<file path="src/rtl/mux_scan_pkg.sv">
// Shared definitions for the mux scan sequencer: channel count, select width,
// scan FSM states and the enabled-channel search helper.
// No ports (package only).
`timescale 1ns/1ps
package mux_scan_pkg;

  localparam int MUX_NCH   = 8;
  localparam int MUX_SEL_W = 3;

  typedef enum logic [1:0] {
    IDLE,
    DWELL,
    HOLD
  } scan_state_t;

  // Lowest enabled channel index >= from. Returns MUX_NCH (top bit set)
  // when no enabled channel remains, which callers use as "scan done".
  function automatic logic [MUX_SEL_W:0] next_enabled(
    input logic [MUX_NCH-1:0] mask,
    input logic [MUX_SEL_W:0] from
  );
    logic [MUX_SEL_W:0] res;
    res = (MUX_SEL_W+1)'(MUX_NCH);
    for (int i = MUX_NCH - 1; i >= 0; i--) begin
      if (mask[i] && ((MUX_SEL_W+1)'(i) >= from)) begin
        res = (MUX_SEL_W+1)'(i);
      end
    end
    return res;
  endfunction

endpackage

</file>
<file path="src/rtl/scan_settle_timer.sv">
// Purpose: loadable down-counter with zero flag, paces the per-channel settle.
// Latency: load takes effect on the next edge; zero is combinational from count.
// Backpressure: none; counts down whenever non-zero and not being loaded.
// Ports: clk, rst (sync, active-high), load, load_val[W-1:0] in; zero out.
`timescale 1ns/1ps
module scan_settle_timer #(
  parameter int W = 1
) (
  input  logic         clk,
  input  logic         rst,
  input  logic         load,
  input  logic [W-1:0] load_val,
  output logic         zero
);

  logic [W-1:0] cnt;

  always_ff @(posedge clk) begin
    if (rst) begin
      cnt <= '0;
    end else if (load) begin
      cnt <= load_val;
    end else if (cnt != '0) begin
      cnt <= cnt - W'(1);
    end
  end

  assign zero = (cnt == '0);

endmodule

</file>
<file path="src/rtl/mux_scan_sequencer.sv">
// Purpose: steps the 8:1 mux select through channels, samples each after a
//   settle time and presents the 8-bit snapshot on a valid/ready handshake.
// Latency: start to snap_valid = N*(SETTLE+1) cycles (N visited channels).
// Backpressure: snapshot held stable in HOLD until snap_ready; start ignored
//   while busy.
// Ports: clk, rst (sync, active-high), start, mux_out, snap_ready in;
//   ch_mask[7:0] in (only with MUX_SCAN_MASK_EN); sel[2:0], snap_data[7:0],
//   snap_valid, busy out.
// Optional feature macro: MUX_SCAN_MASK_EN (per-channel enable mask).
`timescale 1ns/1ps
module mux_scan_sequencer
  import mux_scan_pkg::*;
#(
  parameter int SETTLE     = 1,
  parameter bit CONTINUOUS = 1'b0
) (
  input  logic                 clk,
  input  logic                 rst,
  input  logic                 start,
`ifdef MUX_SCAN_MASK_EN
  input  logic [MUX_NCH-1:0]   ch_mask,
`endif
  input  logic                 mux_out,
  output logic [MUX_SEL_W-1:0] sel,
  output logic [MUX_NCH-1:0]   snap_data,
  output logic                 snap_valid,
  input  logic                 snap_ready,
  output logic                 busy
);

  localparam int CW = (SETTLE < 1) ? 1 : $clog2(SETTLE + 1);
  localparam logic [CW-1:0] SETTLE_LD = CW'(SETTLE);

  scan_state_t          state, state_nxt;
  logic [MUX_SEL_W-1:0] sel_nxt;
  logic [MUX_NCH-1:0]   data_nxt;
  logic [MUX_NCH-1:0]   mask_q, mask_nxt;
  logic [MUX_NCH-1:0]   mask_in;
  logic [MUX_SEL_W:0]   first_ch, next_ch;
  logic                 tmr_load, tmr_zero, do_start;

`ifdef MUX_SCAN_MASK_EN
  assign mask_in = ch_mask;
`else
  assign mask_in = '1;
`endif

  // The mask is captured at scan start so mid-scan changes cannot alter
  // the walk in progress; next_ch searches the captured copy.
  assign first_ch = next_enabled(mask_in, '0);
  assign next_ch  = next_enabled(mask_q, (MUX_SEL_W+1)'(sel) + (MUX_SEL_W+1)'(1));

  scan_settle_timer #(.W(CW)) u_timer (
    .clk      (clk),
    .rst      (rst),
    .load     (tmr_load),
    .load_val (SETTLE_LD),
    .zero     (tmr_zero)
  );

  always_ff @(posedge clk) begin
    if (rst) begin
      state     <= IDLE;
      sel       <= '0;
      snap_data <= '0;
      mask_q    <= '0;
    end else begin
      state     <= state_nxt;
      sel       <= sel_nxt;
      snap_data <= data_nxt;
      mask_q    <= mask_nxt;
    end
  end

  always_comb begin
    state_nxt  = state;
    sel_nxt    = sel;
    data_nxt   = snap_data;
    mask_nxt   = mask_q;
    tmr_load   = 1'b0;
    do_start   = 1'b0;
    snap_valid = (state == HOLD);
    busy       = (state != IDLE);

    unique case (state)
      IDLE: begin
        do_start = start;
      end
      DWELL: begin
        if (tmr_zero) begin
          data_nxt[sel] = mux_out;
          if (next_ch[MUX_SEL_W]) begin
            state_nxt = HOLD;
          end else begin
            sel_nxt  = next_ch[MUX_SEL_W-1:0];
            tmr_load = 1'b1;
          end
        end
      end
      HOLD: begin
        if (snap_ready) begin
          if (CONTINUOUS) begin
            do_start = 1'b1;
          end else begin
            state_nxt = IDLE;
          end
        end
      end
      default: begin
        state_nxt = IDLE;
      end
    endcase

    // Shared by the IDLE start and the back-to-back continuous restart so
    // the next scan begins on the handshake edge with no dead cycle.
    if (do_start) begin
      mask_nxt = mask_in;
      data_nxt = '0;
      if (first_ch[MUX_SEL_W]) begin
        // Nothing enabled: present an all-zero snapshot straight away.
        state_nxt = HOLD;
        sel_nxt   = '0;
      end else begin
        state_nxt = DWELL;
        sel_nxt   = first_ch[MUX_SEL_W-1:0];
        tmr_load  = 1'b1;
      end
    end
  end

endmodule

</file>
<file path="config.mk">
export PLATFORM = sky130hd
export DESIGN_NAME = mux_scan_sequencer
export DESIGN_NICKNAME = d
export VERILOG_FILES = /design/src/rtl/mux_scan_pkg.sv /design/src/rtl/scan_settle_timer.sv /design/src/rtl/mux_scan_sequencer.sv
export SDC_FILE = /design/constraint.sdc
export NUM_CORES = 1
export LEC_CHECK = 0
export CORE_MARGIN = 2
export CORE_UTILIZATION = 36
export CTS_BUF_LIST = sky130_fd_sc_hd__clkbuf_2
export CTS_CLUSTER_DIAMETER = 60
export DETAILED_ROUTE_END_ITERATION = 10
export GPL_TIMING_DRIVEN = 0
export PLACE_DENSITY = 0.72
export SLEW_MARGIN = 10
export SYNTH_ARGS = -nofsm -noshare
export SYNTH_HDL_FRONTEND = slang
export SYNTH_SLANG_ARGS = --single-unit
</file>
<file path="constraint.sdc">
create_clock -name clk -period 1.7 [get_ports clk]
set_clock_uncertainty 0.15 [all_clocks]
set_input_delay 0.17 -clock clk [delete_from_list [all_inputs] [get_ports clk]]
set_output_delay 0.17 -clock clk [all_outputs]
set_load 0.02 [all_outputs]
</file>
# ---- Word level (Yosys, flattened, before mapping)
# Index checks and enable logic that the tools add are counted.
dict set report totals {
  reg_bits 15
  latch_bits 0
  ramBits 0
  mem_bits_ro 0
  elab_cells 69
  mem_count 0
}
dict set report op_classes {
  n_addsub 2
  multipliers 0
  div_mod_pow 0
  order_cmp 10
  eq_ne 9
  shift 0
  mux 23
  n_bitwise 3
  n_reduce_logical 16
}
# op n
set op_table {}
lappend op_table {{2-to-1 mux 4 bit} 8}
lappend op_table {{>= comparator 3 x 4 -> 1 bit (first input constant)} 4}
lappend op_table {{logical AND 1 bit} 9}
lappend op_table {{2-to-1 mux 1 bit} 9}
lappend op_table {{bitwise mux 8 bit} 1}
lappend op_table {{>= comparator 1 x 4 -> 1 bit (first input constant)} 2}
lappend op_table {{>= comparator 2 x 4 -> 1 bit (first input constant)} 2}
lappend op_table {{AND reduction 4 bit} 2}
lappend op_table {{2-to-1 mux 2 bit} 3}
lappend op_table {{inequality test 2 bit (second input constant)} 3}
lappend op_table {{inequality test 3 bit (second input constant)} 2}
lappend op_table {{case mux 2 bit (3 select lines)} 1}
lappend op_table {{adder 3 x 1 -> 4 bit (second input constant)} 1}
lappend op_table {{less-than comparator 3 x 4 -> 1 bit (second input constant)} 1}
lappend op_table {{demux 1 bit (select 3 bit)} 1}
lappend op_table {{>= comparator 3 x 1 -> 1 bit (second input constant)} 1}
lappend op_table {{inequality test 3 x 1 -> 1 bit (second input constant)} 1}
lappend op_table {{NOT 1 bit} 3}
lappend op_table {{AND reduction 3 bit} 1}
lappend op_table {{== test 2 x 1 -> 1 bit (second input constant)} 1}
lappend op_table {{== test 2 bit (second input constant)} 1}
lappend op_table {{logical NOT 2 bit} 1}
lappend op_table {{inequality test 2 x 1 -> 1 bit (second input constant)} 1}
lappend op_table {{AND reduction 2 bit} 1}
lappend op_table {{other kinds (3)} 3}

# ---- Logic depth before layout (Yosys ltp)
dict set report logic_depth {
  ltp_word 16
  ltp_mapped 5
}

# ---- By module
# Synthesis repeated with hierarchy kept, for this count alone.
dict set report unflattened {
  cells_unflattened 86
  area_unflattened_um2 807.0
}
# module instances cells_per_inst area_per_inst_um2 seq_area_each_um2
set modules_own_cells {}
lappend modules_own_cells {mux_scan_sequencer 1 83 774.5 280.3}
lappend modules_own_cells {scan_settle_timer 1 3 32.5 20.0}

# ---- Worst setup path before layout
# Ideal clock, no wire load.
dict set report synth_timing {
  kind {register -> register}
  from {register sel[0]}
  to {register sel[1]}
  arrival_time_ns 1.270
  slack_ns 0.210
  stages_incl_launch_ff 6
  period_less_slack_ns 1.490
  path_cell_list {dfxtp_1 -> inv_1 -> ha_1 -> nor2_1 -> nand4_1 -> a21oi_1}
}
dict set report synth_via {
  elab_chain_len 13
}
# element line_no
set synth_lines {}
lappend synth_lines {{start, declared} mux_scan_sequencer.sv:24} ;# output logic [MUX_SEL_W-1:0] sel,
lappend synth_lines {{start signal, assigned} mux_scan_sequencer.sv:69} ;# sel <= sel_nxt;
lappend synth_lines {{adder 3 x 1 -> 4 bit (*)} mux_scan_sequencer.sv:51} ;# assign next_ch = next_enabled(mask_q, (MUX_SEL_W+1)'(sel) + (MUX_SEL_W+1)'(1));
lappend synth_lines {{>= comparator 3 x 4 -> 1 bit} mux_scan_pkg.sv:25} ;# if (mask[i] && ((MUX_SEL_W+1)'(i) >= from)) begin
lappend synth_lines {{logical AND 1 bit} mux_scan_pkg.sv:25}
lappend synth_lines {{2-to-1 mux 4 bit (7 in a row)} mux_scan_pkg.sv:25}
lappend synth_lines {{2-to-1 mux 4 bit (*)} mux_scan_pkg.sv:25}
lappend synth_lines {{NOT 1 bit (no line)} n/a}
lappend synth_lines {{AND reduction 3 bit (no line)} n/a}
# Every way passes the cells marked *; elsewhere a longest branch is shown, timed or not.
# A chain may end at the register's enable or synchronous reset.

# ---- Worst setup path after layout
dict set report layout_timing {
  from {register state[0]}
  to {output busy}
}
dict set report layout_via {
  elab_chain_len 1
}
# element line_no
set layout_lines {}
lappend layout_lines {{start, declared} mux_scan_sequencer.sv:34} ;# scan_state_t state, state_nxt;
lappend layout_lines {{start signal, assigned} mux_scan_sequencer.sv:68} ;# state <= state_nxt;
lappend layout_lines {{nonzero test 2 bit} mux_scan_sequencer.sv:83} ;# busy = (state != IDLE);
lappend layout_lines {{end, declared} mux_scan_sequencer.sv:28} ;# output logic busy
# Every way passes these cells.

==> impl_metrics.tcl <==
set metrics [dict create \
    synthMuxAreaShare 0.101 \
    synth.net_count 88 \
    synth_cell_types 32 \
    fp.coreArea_um2 2150 \
    crit_path_max_incr_delay_ps 380 \
    layout.nets 110 \
    synthToLayoutAreaGrowth_pct 28.7 \
    row_count 17 \
    critPathArrivalTime_ps 1300 \
    switching_share 0.287 \
    yosysSeqAreaShare 0.378 \
    drtIter0Drc 3 \
    synth_top_family_by_area "simple AND/OR/NAND/NOR gates" \
    initial_core_util 0.370 \
    hpwl_um 1160 \
    crit_path_end_kind "output port" \
    finalSetupViolations 0 \
    synth_compound_gate_area_share 0.115 \
    yosys_warnings 0 \
    drc 0 \
    grt_remaining_overflow 0 \
    ir_worst_vdd_mv 0.364 \
    cp-start-kind "flop" \
    fmax_mhz 616 \
    hold_class "primary input to flop" \
    grt_pass1_wl_um 2720 \
    comb_power_share 0.177 \
    multi_input_area_um2 452 \
    cts_root_buf "clkbuf_2" \
    finalMaxSlewViolations 0 \
    htree_num_levels 1 \
    placed_area_um2 1000 \
    grtUsageTotal 0.137 \
    p_sw_w 0.000195 \
    cts.clk_slew.worst_paths_ps 140 \
    regArea_um2 308 \
    synth_edf_count 0 \
    cts_setup_buffers 0 \
    dp_cells 125 \
    power.share.sequential 0.561 \
    diodes 0 \
    ys_ff_latch 15 \
    ys.flop_type "dfxtp_1" \
    r2r_cells 3 \
    antenna_left 0 \
    synth-adder-area-share 0.0472 \
    r2r-end "snap_data[4]$_SDFFE_PP0P_" \
    netlist_instances 80 \
    syn_area_per_cell_um2 9.93 \
    pin_count 18 \
    grt_pass1_vias 628 \
    hp-start "start" \
    grt_max_degree 12 \
    synth_simple_gate_area_share 0.306 \
    numCtsBuffers 3 \
    num-fill-cells 216 \
    netlist_area_um2 795 \
    cts.sinks 15 \
    vias_per_cell 5.19 \
    crit_required_ps 1380 \
    final_area_um2 1020 \
    fin_crit_ps 1620 \
    tightest_slew_ps 393 \
    synthXorXnorAreaFrac 0 \
    hold_viol_final 0 \
    layout-drive-gt1-share 0.228 \
    timing.final.crit_share 0.956 \
    async_flop_share 0 \
    critical_path_class "flop to output port" \
    maxCapViolCount 0 \
    dr.pass1.iters 3 \
    dieArea_um2 2600 \
    cts_tree "yes" \
    wirelength_um 1630 \
    setup_tns_ps 0 \
    clockBufferDepth 2 \
    hold_path_end "state[0]$_SDFFE_PP0P_" \
    power_frac_clock 0.262 \
    gp_congestion 0.764 \
    die_w_um 51.0 \
    holdWs_ps 353 \
    p_leak_nw 0.425 \
    antenna_found_initial 0 \
    finalPower_w 0.000678 \
    fin_cells 129 \
    worstReg2RegStart "sel[0]$_SDFFE_PP0P_" \
    cts-hold-fix-buffers 0 \
    whs_path_depth 3 \
    status "completed" \
    worst-path-max-fanout 9 \
    rsz0062_at_grt "no" \
    wl_per_cell_um 12.6 \
    critPathSlowestCell "dfxtp_2" \
    power_density_nw_per_um2 663 \
    clk_latency_ps 300 \
    io_buffer_count 17 \
    crit_chain "or2_2 > dlygate4sd2_1" \
    rrSetupSlack_ps 260 \
    vias 669 \
    internal_power_w 0.000484 \
    die_height_um 51.0 \
    slew_headroom 0.738 \
]
sequential cells by signal, summed over array words and instances, names as in the netlist:
name and count:
snap_data 8, sel 3, state 2, mask_q 1, u_timer.cnt 1
cells in the final DEF, fill, tap and decap left out, drive strengths merged:
cell | synthesis | routed
nand3 | 5 | 5
dlygate4sd2 | 0 | 4
nand4 | 2 | 2
a41o | 1 | 1
or2 | 1 | 1
ha | 3 | 3
and2b | 1 | 1
mux2i | 8 | 8
a311oi | 1 | 1
nor4b | 1 | 1
and4bb | 1 | 1
a31o | 1 | 1
a22o | 1 | 1
buf | 2 | 2
nand3b | 9 | 9
clkbuf | 2 | 6
or3b | 1 | 1
nand2 | 4 | 4
clkdlybuf4s50 | 0 | 13
dfxtp | 15 | 15
a2111oi | 1 | 1
nor2 | 4 | 4
a21oi | 7 | 7
nand2b | 1 | 1
inv | 4 | 4
and3 | 1 | 1
nor3b | 2 | 2
nor2b | 1 | 1
what timing repair did:
| action | in CTS | in global routing |
|---|---|---|
| setup endpoints to repair | 4 | 0 |
| resized for setup | 9 | 0 |
| hold endpoints to repair | 0 | 0 |
critical path, delay by kind of cell, from the launching register on:
kind	cells	cell delay [ps]
DFF	1	380
and+or+nand+nor	1	300
buffers and inverters	1	320
power by group through the flow:
stage	Combinational, W	Sequential (W)	Clock [W]
finish	0.000120	0.000380	0.000177
global route	0.000130	0.000383	0.000205
CTS	0.000121	0.000380	0.000182
detailed placement	0.000125	0.000387	0
global placement	0.000122	0.000386	0
floorplan	0.0000827	0.000386	0
cell usage after synthesis, types with 2 or more instances:
| master | count | area, um2 |
|---|---|---|
| a21oi_1 | 6 | 30.0 |
| dfxtp_1 | 15 | 300 |
| ha_1 | 3 | 37.5 |
| inv_1 | 4 | 15.0 |
| mux2i_1 | 8 | 80.1 |
| nand2_1 | 4 | 15.0 |
| nand3_1 | 4 | 20.0 |
| nand3b_1 | 8 | 60.1 |
| nand4_1 | 2 | 12.5 |
| nor2_1 | 4 | 15.0 |
layout make-up:
cell class | instances | area share
tap | 28 | 0.0343
timing repair buffer | 17 | 0.162
multi-input combinational | 57 | 0.442
clock buffer | 4 | 0.0196
sequential | 15 | 0.301
inverter | 4 | 0.0147
buffer | 4 | 0.0269
per-stage QoR:
| stage | setup WS (ps) | util |
|---|---|---|
| 6_report | 75.5 | 0.476 |
| 5_1_grt | 6.45 | 0.476 |
| 4_1_cts | 73.2 | 0.476 |
| 3_5_place_dp | 65.3 | 0.465 |
| 3_3_place_gp | 82.4 | 0.465 |
| 2_1_floorplan | 210 | - |
how the worst max path moves through the flow:
stage / cells after the start / endpoint / slack [ps] / startpoint
final: 2 / busy / 80 / state[0]$_SDFFE_PP0P_
after global routing: 2 / busy / 6 / state[0]$_SDFFE_PP0P_
after CTS: 2 / busy / 70 / state[1]$_SDFFE_PP0P_
after detailed placement: 5 / snap_data[5]$_SDFFE_PP0P_ / 70 / start
after global placement: 5 / snap_data[2]$_SDFFE_PP0P_ / 80 / start
after floorplan: 5 / sel[1]$_SDFFE_PP0P_ / 210 / sel[0]$_SDFFE_PP0P_
kinds of logic (layout without fill, tap and decap cells):
kind of cell             after synthesis  count (layout)
multiplexers                           8               8
adder cells (fa/ha/maj)                3               3
buffers and inverters                  8              29
flip-flops                            15              15
AND/OR/NAND/NOR                       34              34
AO/OA/AOI/OAI                         12              12
per-layer routing:
metal | vias up | global-route usage | routed length [um]
li1 | 331 | - | -
met1 | 320 | 0.164 | 792
met2 | 13 | 0.212 | 744
met3 | 5 | 0.0614 | 63
met4 | 0 | 0.0541 | 25
met5 | - | 0 | 0
No activity file was read; power rests on OpenSTA's default activity.
